### src/rtl/chip8_pkg.sv
// chip8_pkg: shared widths, memory map constants and arbiter state type
package chip8_pkg;
  localparam int ADDR_W = 12;
  localparam int DATA_W = 8;
  localparam logic [ADDR_W-1:0] PROTECT_TOP_DEF = 12'h1FF;
  localparam logic [ADDR_W-1:0] FONT_BASE = 12'h050;
  localparam logic [ADDR_W-1:0] PROG_BASE = 12'h200;
  localparam int PORT_LOAD = 0;
  localparam int PORT_CPU = 1;
  localparam int PORT_DRAW = 2;
  typedef enum logic {IDLE, OWNED} state_t;
endpackage

### src/rtl/rr_pick.sv
// rr_pick: combinational round-robin priority encoder
//   req   : per-port requests
//   ptr   : port with highest priority this cycle
//   gnt   : one-hot winner
//   idx   : winner index
//   valid : any request present
module rr_pick
  import chip8_pkg::*;
#(
  parameter int N = 3,
  parameter int PW = 2
) (
  input  logic [N-1:0]  req,
  input  logic [PW-1:0] ptr,
  output logic [N-1:0]  gnt,
  output logic [PW-1:0] idx,
  output logic          valid
);
  always_comb begin
    gnt = '0;
    idx = '0;
    valid = 1'b0;
    for (int i = 0; i < N; i++) begin
      if (!valid && req[(int'(ptr) + i) % N]) begin
        valid = 1'b1;
        gnt[(int'(ptr) + i) % N] = 1'b1;
        idx = PW'((int'(ptr) + i) % N);
      end
    end
  end
endmodule

### src/rtl/mem_arbiter.sv
// mem_arbiter: round-robin arbiter sharing the single-port CHIP-8 memory
//   req/we/lock/addr/wdata : per-port request bundle, port i at slice i
//   gnt         : one-hot access accepted this cycle
//   rvalid      : one-hot, rdata holds that port's read result
//   rdata       : shared read data bus
//   prot_err    : pulse, a write into the protected region was dropped
//   burst_err   : pulse, a lock was force-released at MAX_BURST
//   mem_*       : drive to / data from the memory block
module mem_arbiter
  import chip8_pkg::*;
#(
  parameter int NREQ = 3,
  parameter logic [ADDR_W-1:0] PROTECT_TOP = PROTECT_TOP_DEF,
  parameter int MAX_BURST = 16
) (
  input  logic                     clk,
  input  logic                     rst_n,
  input  logic [NREQ-1:0]          req,
  input  logic [NREQ-1:0]          we,
  input  logic [NREQ-1:0]          lock,
  input  logic [NREQ*ADDR_W-1:0]   addr,
  input  logic [NREQ*DATA_W-1:0]   wdata,
  output logic [NREQ-1:0]          gnt,
  output logic [NREQ-1:0]          rvalid,
  output logic [DATA_W-1:0]        rdata,
  output logic                     prot_err,
  output logic                     burst_err,
  output logic                     mem_set,
  output logic [ADDR_W-1:0]        mem_address,
  output logic [DATA_W-1:0]        mem_data_in,
  input  logic [DATA_W-1:0]        mem_data_out
);
  localparam int PW = NREQ > 1 ? $clog2(NREQ) : 1;
  localparam int CW = $clog2(MAX_BURST + 1);
  state_t state, state_n;
  logic [PW-1:0] owner, owner_n, ptr, ptr_n, rr_idx, w;
  logic [CW-1:0] cnt, cnt_n, cnt_nx;
  logic [NREQ-1:0] rr_gnt, win;
  logic rr_valid, hold, valid, w_we, w_lock, blocked, burst_end;
  logic [ADDR_W-1:0] w_addr, last_addr;
  logic [DATA_W-1:0] w_data, last_data;
  rr_pick #(.N(NREQ), .PW(PW)) u_pick (
    .req(req),
    .ptr(ptr),
    .gnt(rr_gnt),
    .idx(rr_idx),
    .valid(rr_valid)
  );
  // An owner that still requests wins outright; otherwise plain round-robin.
  always_comb begin
    hold = (state == OWNED) && req[owner];
    w = hold ? owner : rr_idx;
    valid = hold | rr_valid;
    win = hold ? NREQ'(1) << owner : rr_gnt;
    w_addr = addr[ADDR_W*int'(w) +: ADDR_W];
    w_data = wdata[DATA_W*int'(w) +: DATA_W];
    w_we = we[w];
    w_lock = lock[w];
    blocked = (NREQ > 1) && (w != '0) && (w_addr <= PROTECT_TOP);
    cnt_nx = hold ? cnt + CW'(1) : CW'(1);
    burst_end = valid && w_lock && (cnt_nx >= CW'(MAX_BURST));
    state_n = (valid && w_lock && !burst_end) ? OWNED : IDLE;
    owner_n = valid ? w : owner;
    cnt_n = (state_n == OWNED) ? cnt_nx : '0;
    ptr_n = !valid ? ptr : (w == PW'(NREQ - 1)) ? '0 : w + PW'(1);
    gnt = rst_n ? win : '0;
    mem_set = rst_n && valid && w_we && !blocked;
    mem_address = !rst_n ? '0 : valid ? w_addr : last_addr;
    mem_data_in = !rst_n ? '0 : valid ? w_data : last_data;
    rdata = mem_data_out;
  end
  always_ff @(posedge clk or negedge rst_n) begin
    if (!rst_n) begin
      state <= IDLE;
      owner <= '0;
      ptr <= '0;
      cnt <= '0;
      rvalid <= '0;
      prot_err <= 1'b0;
      burst_err <= 1'b0;
      last_addr <= '0;
      last_data <= '0;
    end else begin
      state <= state_n;
      owner <= owner_n;
      ptr <= ptr_n;
      cnt <= cnt_n;
      rvalid <= (valid && !w_we) ? win : '0;
      prot_err <= valid && w_we && blocked;
      burst_err <= burst_end;
      if (valid) begin
        last_addr <= w_addr;
        last_data <= w_data;
      end
    end
  end
endmodule

### config.mk
export PLATFORM = sky130hd
export DESIGN_NAME = mem_arbiter
export DESIGN_NICKNAME = d
export VERILOG_FILES = /design/src/rtl/chip8_pkg.sv /design/src/rtl/rr_pick.sv /design/src/rtl/mem_arbiter.sv
export SDC_FILE = /design/constraint.sdc
export NUM_CORES = 1
export LEC_CHECK = 0
export CAP_MARGIN = 20
export CORE_MARGIN = 4
export CORE_UTILIZATION = 40
export CTS_CLUSTER_DIAMETER = 30
export DETAILED_ROUTE_END_ITERATION = 12
export PLACE_DENSITY = 0.74
export SYNTH_ARGS = -nofsm -noshare
export SYNTH_HDL_FRONTEND = slang
export SYNTH_HIERARCHICAL = 1
export SYNTH_SLANG_ARGS = --single-unit
### constraint.sdc
create_clock -name clk -period 7.05 [get_ports clk]
set_clock_uncertainty 0.1 [all_clocks]
set_input_delay 1.41 -clock clk [delete_from_list [all_inputs] [get_ports clk]]
set_output_delay 1.41 -clock clk [all_outputs]
set_load 0.01 [all_outputs]
==> run_results.csv <==
group,metric,value,unit
setup_path,crit_path_cell_trace,"clkdlybuf4s50_1 -> mux2i_4 -> mux2i_4 -> mux2i_1 -> nor2_1 -> nand2_1 -> nand2_1 -> buf_4 -> mux2_2 -> a221oi_2 -> nor3_1 -> clkdlybuf4s50_1",
die,die_h,90.20,um
synth,synth_xor_area_share,0.9722,%
placement,pre_cts_ws,0.4537,ns
global_routing,grt_max_degree,41,
cts,cts_setup_buffers,0,
setup_path,worstSetupEndpoint,"mem_data_in[7]",
timing,slew_headroom,49.65,%
cells_and_area,fillerInstances,587,
cells_and_area,mostFrequentLayoutCells,"clkdlybuf4s50_1, nor2_1, dfrtp_1",
cells_and_area,n_antenna_cell,0,
placement,gp_congestion,0.8624,
global_routing,grt.overflow.total,0,
power,fin_total_pwr,2.010,mW
synth,syn_nets,373,
power,pwr-share-comb,73.7,%
synth,synth.avg_cell_area,9.352,sq um
global_routing,use_met1,23.68,%
cts,root_buffer,"clkbuf_8",
synth,synth_warnings,6,
setup_path,r2r-end,"last_data[7]",
setup_path,max_stage_delay,0.78,ns
synth,synth_top_family_by_area,"compound AO/OA/AOI/OAI gates",
setup_path,cp_slowest_cell,"clkdlybuf4s50_1",
cts,cts.repair.resized,0,
placement,io_buffers,99,
global_routing,busiest_layer,"met2",
synth,synth-async-reset-ratio,100.0,%
timing,setup_viol,0,
cts,clock_path_buffers,2,
setup_path,arrival,5.13,ns
power,irDropWorstVdd,0.0002606,V
cts,h-tree-depth,2,
timing,worst_slew_pin_slew,0.7545,ns
power,clkPwrFrac,9.5,%
synth,ys_seq_area_share,32.41,%
power,p_sw,894.6,uW
cells_and_area,fin_nets,463,
global_routing,grt_pass1_vias,2592,
global_routing,use_met3,3.422,%
timing,rsz0062_at_grt,"false",
setup_path,startpoint,"req[1]",
setup_path,worstPathRequired,5.54,ns
timing,setup_tns,0,ns
routing,num_vias,2514,
cts,tritoncts,"done",
cells_and_area,layout-drive-gt1-share,18.16,%
power,power.share.switching,44.50,%
timing,max_freq,150.6,MHz
synth,synthSimpleGateAreaFrac,20.46,%
die,die_area,8135,sq um
routing,viasPerCell,5.501,
routing,wirelength,7836,um
timing,period_share,94.21,%
cells_and_area,fin_util,59.32,%
cells_and_area,finalInstanceArea,3831,sq um
synth,syn_inst,289,
global_routing,grt_usage,19.06,%
die,num_rows,29,
synth,synth_cell_types,57,
timing,hold_viol_final,0,
setup_path,r2r_cells,12,
power,leakage,1.548,nW
global_routing,grt_pass1_wl,12720,um
setup_path,r2r_slack,3.38,ns
power,p_int,1.116,mW
cells_and_area,mostFrequentLayoutCell,"clkdlybuf4s50_1",
cts,hold_buffers,0,
timing,setup_slack,0.4084,ns
cells_and_area,area_growth,41.76,%
setup_path,crit_fanout,13,
cts,clk_latency,0.29,ns
routing,drtPass1Iterations,4,
synth,synth-compound-area-share,23.98,%
die,io_pins,116,
die,fp.dieW,90.20,um
die,coreArea,6459,sq um
global_routing,use_met2,33.29,%
synth,synthMuxAreaShare,11.53,%
synth,synth_fa_ha_area_share,2.315,%
cts,clk_pin_slew,0.07,ns
synth,synth_seq_cells,35,
status,status,"finished clean",
min_path,hold_path.class,"reg2reg",
setup_path,worst_r2r_startpoint,"ptr[0]",
routing,drcViolationCount,0,
synth,synth_top_flop_cell,"dfrtp_1",
synth,synth_area,2703,sq um
routing,drt_iter0_drc,237,
timing,drv_slew,0,
placement,hpwlAfterDp,5964,um
setup_path,worstSetupPathType,"in2out",
power,power_frac_seq,16.9,%
cts,cts.sinks,35,
power,power_density,524.8,nW/um^2
setup_path,cp-start-kind,"primary input",
global_routing,antenna_found_initial,0,
synth,synth_edf_count,0,
timing,timing.final.crit_period,6.642,ns
setup_path,cp-end-kind,"primary output",
routing,wl_per_cell,17.15,um
routing,antenna_left,0,
placement,post_dp_cell_area,3714,sq um
flow_run,maxCapViolations,0,
die,initial_core_util,41.84,%
cts,cts_buffers,5,
## cell usage after synthesis, types with 3 or more instances
| master | instances | area share [%] |
|---|---|---|
| buf_6 | 3 | 1.2 |
| nand3_1 | 7 | 1.3 |
| a211oi_1 | 3 | 0.83 |
| nand2b_1 | 5 | 1.2 |
| mux2_2 | 21 | 8.8 |
| buf_4 | 12 | 3.3 |
| o21a_1 | 3 | 0.83 |
| ha_1 | 5 | 2.3 |
| and3_1 | 3 | 0.69 |
| dfrtp_1 | 35 | 32 |
| clkbuf_1 | 3 | 0.42 |
| nor3_1 | 22 | 4.1 |
| nand2_1 | 13 | 1.8 |
| mux2i_1 | 3 | 1.1 |
| nor2b_1 | 3 | 0.69 |
| a21oi_1 | 12 | 2.2 |
| inv_1 | 10 | 1.4 |
| a32oi_1 | 3 | 0.97 |
| a221oi_2 | 18 | 10 |
| buf_2 | 7 | 1.3 |
| nor2_1 | 48 | 6.7 |
| and2_1 | 6 | 1.4 |
## sequential cells by signal (all words and copies together), names as in the netlist
register   cells
state          1
ptr            2
owner          2
last_data      8
cnt            5
rvalid         3
burst_err      1
last_addr     12
prot_err       1
## routing by layer
metal | wire length (um) | share of wire (%) | up-vias
met5 | 0 | 0 | -
met4 | 133 | 1.7 | 0
met3 | 391 | 5.0 | 14
met2 | 4081 | 52 | 81
met1 | 3229 | 41 | 1194
li1 | - | - | 1225
## final cells by class
cell class	count	area [sq um]	area share, %
Clock inverter	2	35.03	0.9144
Tap cell	77	96.34	2.515
Clock buffer	6	82.58	2.155
Sequential cell	35	875.8	22.86
Inverter	10	37.54	0.9798
Timing Repair Buffer	109	1086	28.35
Multi-Input combinational cell	218	1618	42.23
## stage by stage
step	hold slack, ns	std cells
floorplan	0.3479	289
global placement	0.3621	449
detailed placement	0.3700	449
CTS	0.3885	457
global route	0.4152	457
finish	0.3844	457
## how the worst min path moves through the flow
stage,startpoint,cells past startpoint,slack (ns),end
after floorplan,cnt[0],1,0.35,cnt[0]
after global placement,last_addr[8],2,0.36,last_addr[8]
after detailed placement,last_addr[4],2,0.37,last_addr[4]
after CTS,last_addr[4],2,0.39,last_addr[4]
after global routing,last_addr[7],2,0.42,last_addr[7]
final,last_addr[4],2,0.38,last_addr[4]
## cell families after synthesis
kind of cell | after synthesis
compound gates | 67
flops | 35
xor+xnor | 3
fa+ha+maj | 5
simple gates | 116
other cells | 1
buf+inv | 36
mux | 26
## critical path: cells and delay by family
kind,cells,cell delay (ns)
compound gates,1,0.26
buf+inv,3,1.56
mux,4,0.83
simple gates,4,1.04
## power by group through the flow
stage / registers, mW / logic [mW] / clock network (mW)
final: 0.339 / 1.48 / 0.190
after global routing: 0.348 / 1.62 / 0.204
after CTS: 0.338 / 1.49 / 0.195
after detailed placement: 0.342 / 1.48 / 0
after global placement: 0.338 / 1.45 / 0
after floorplan: 0.328 / 1.03 / 0
Note: power is estimated with default switching activity, not from simulation.
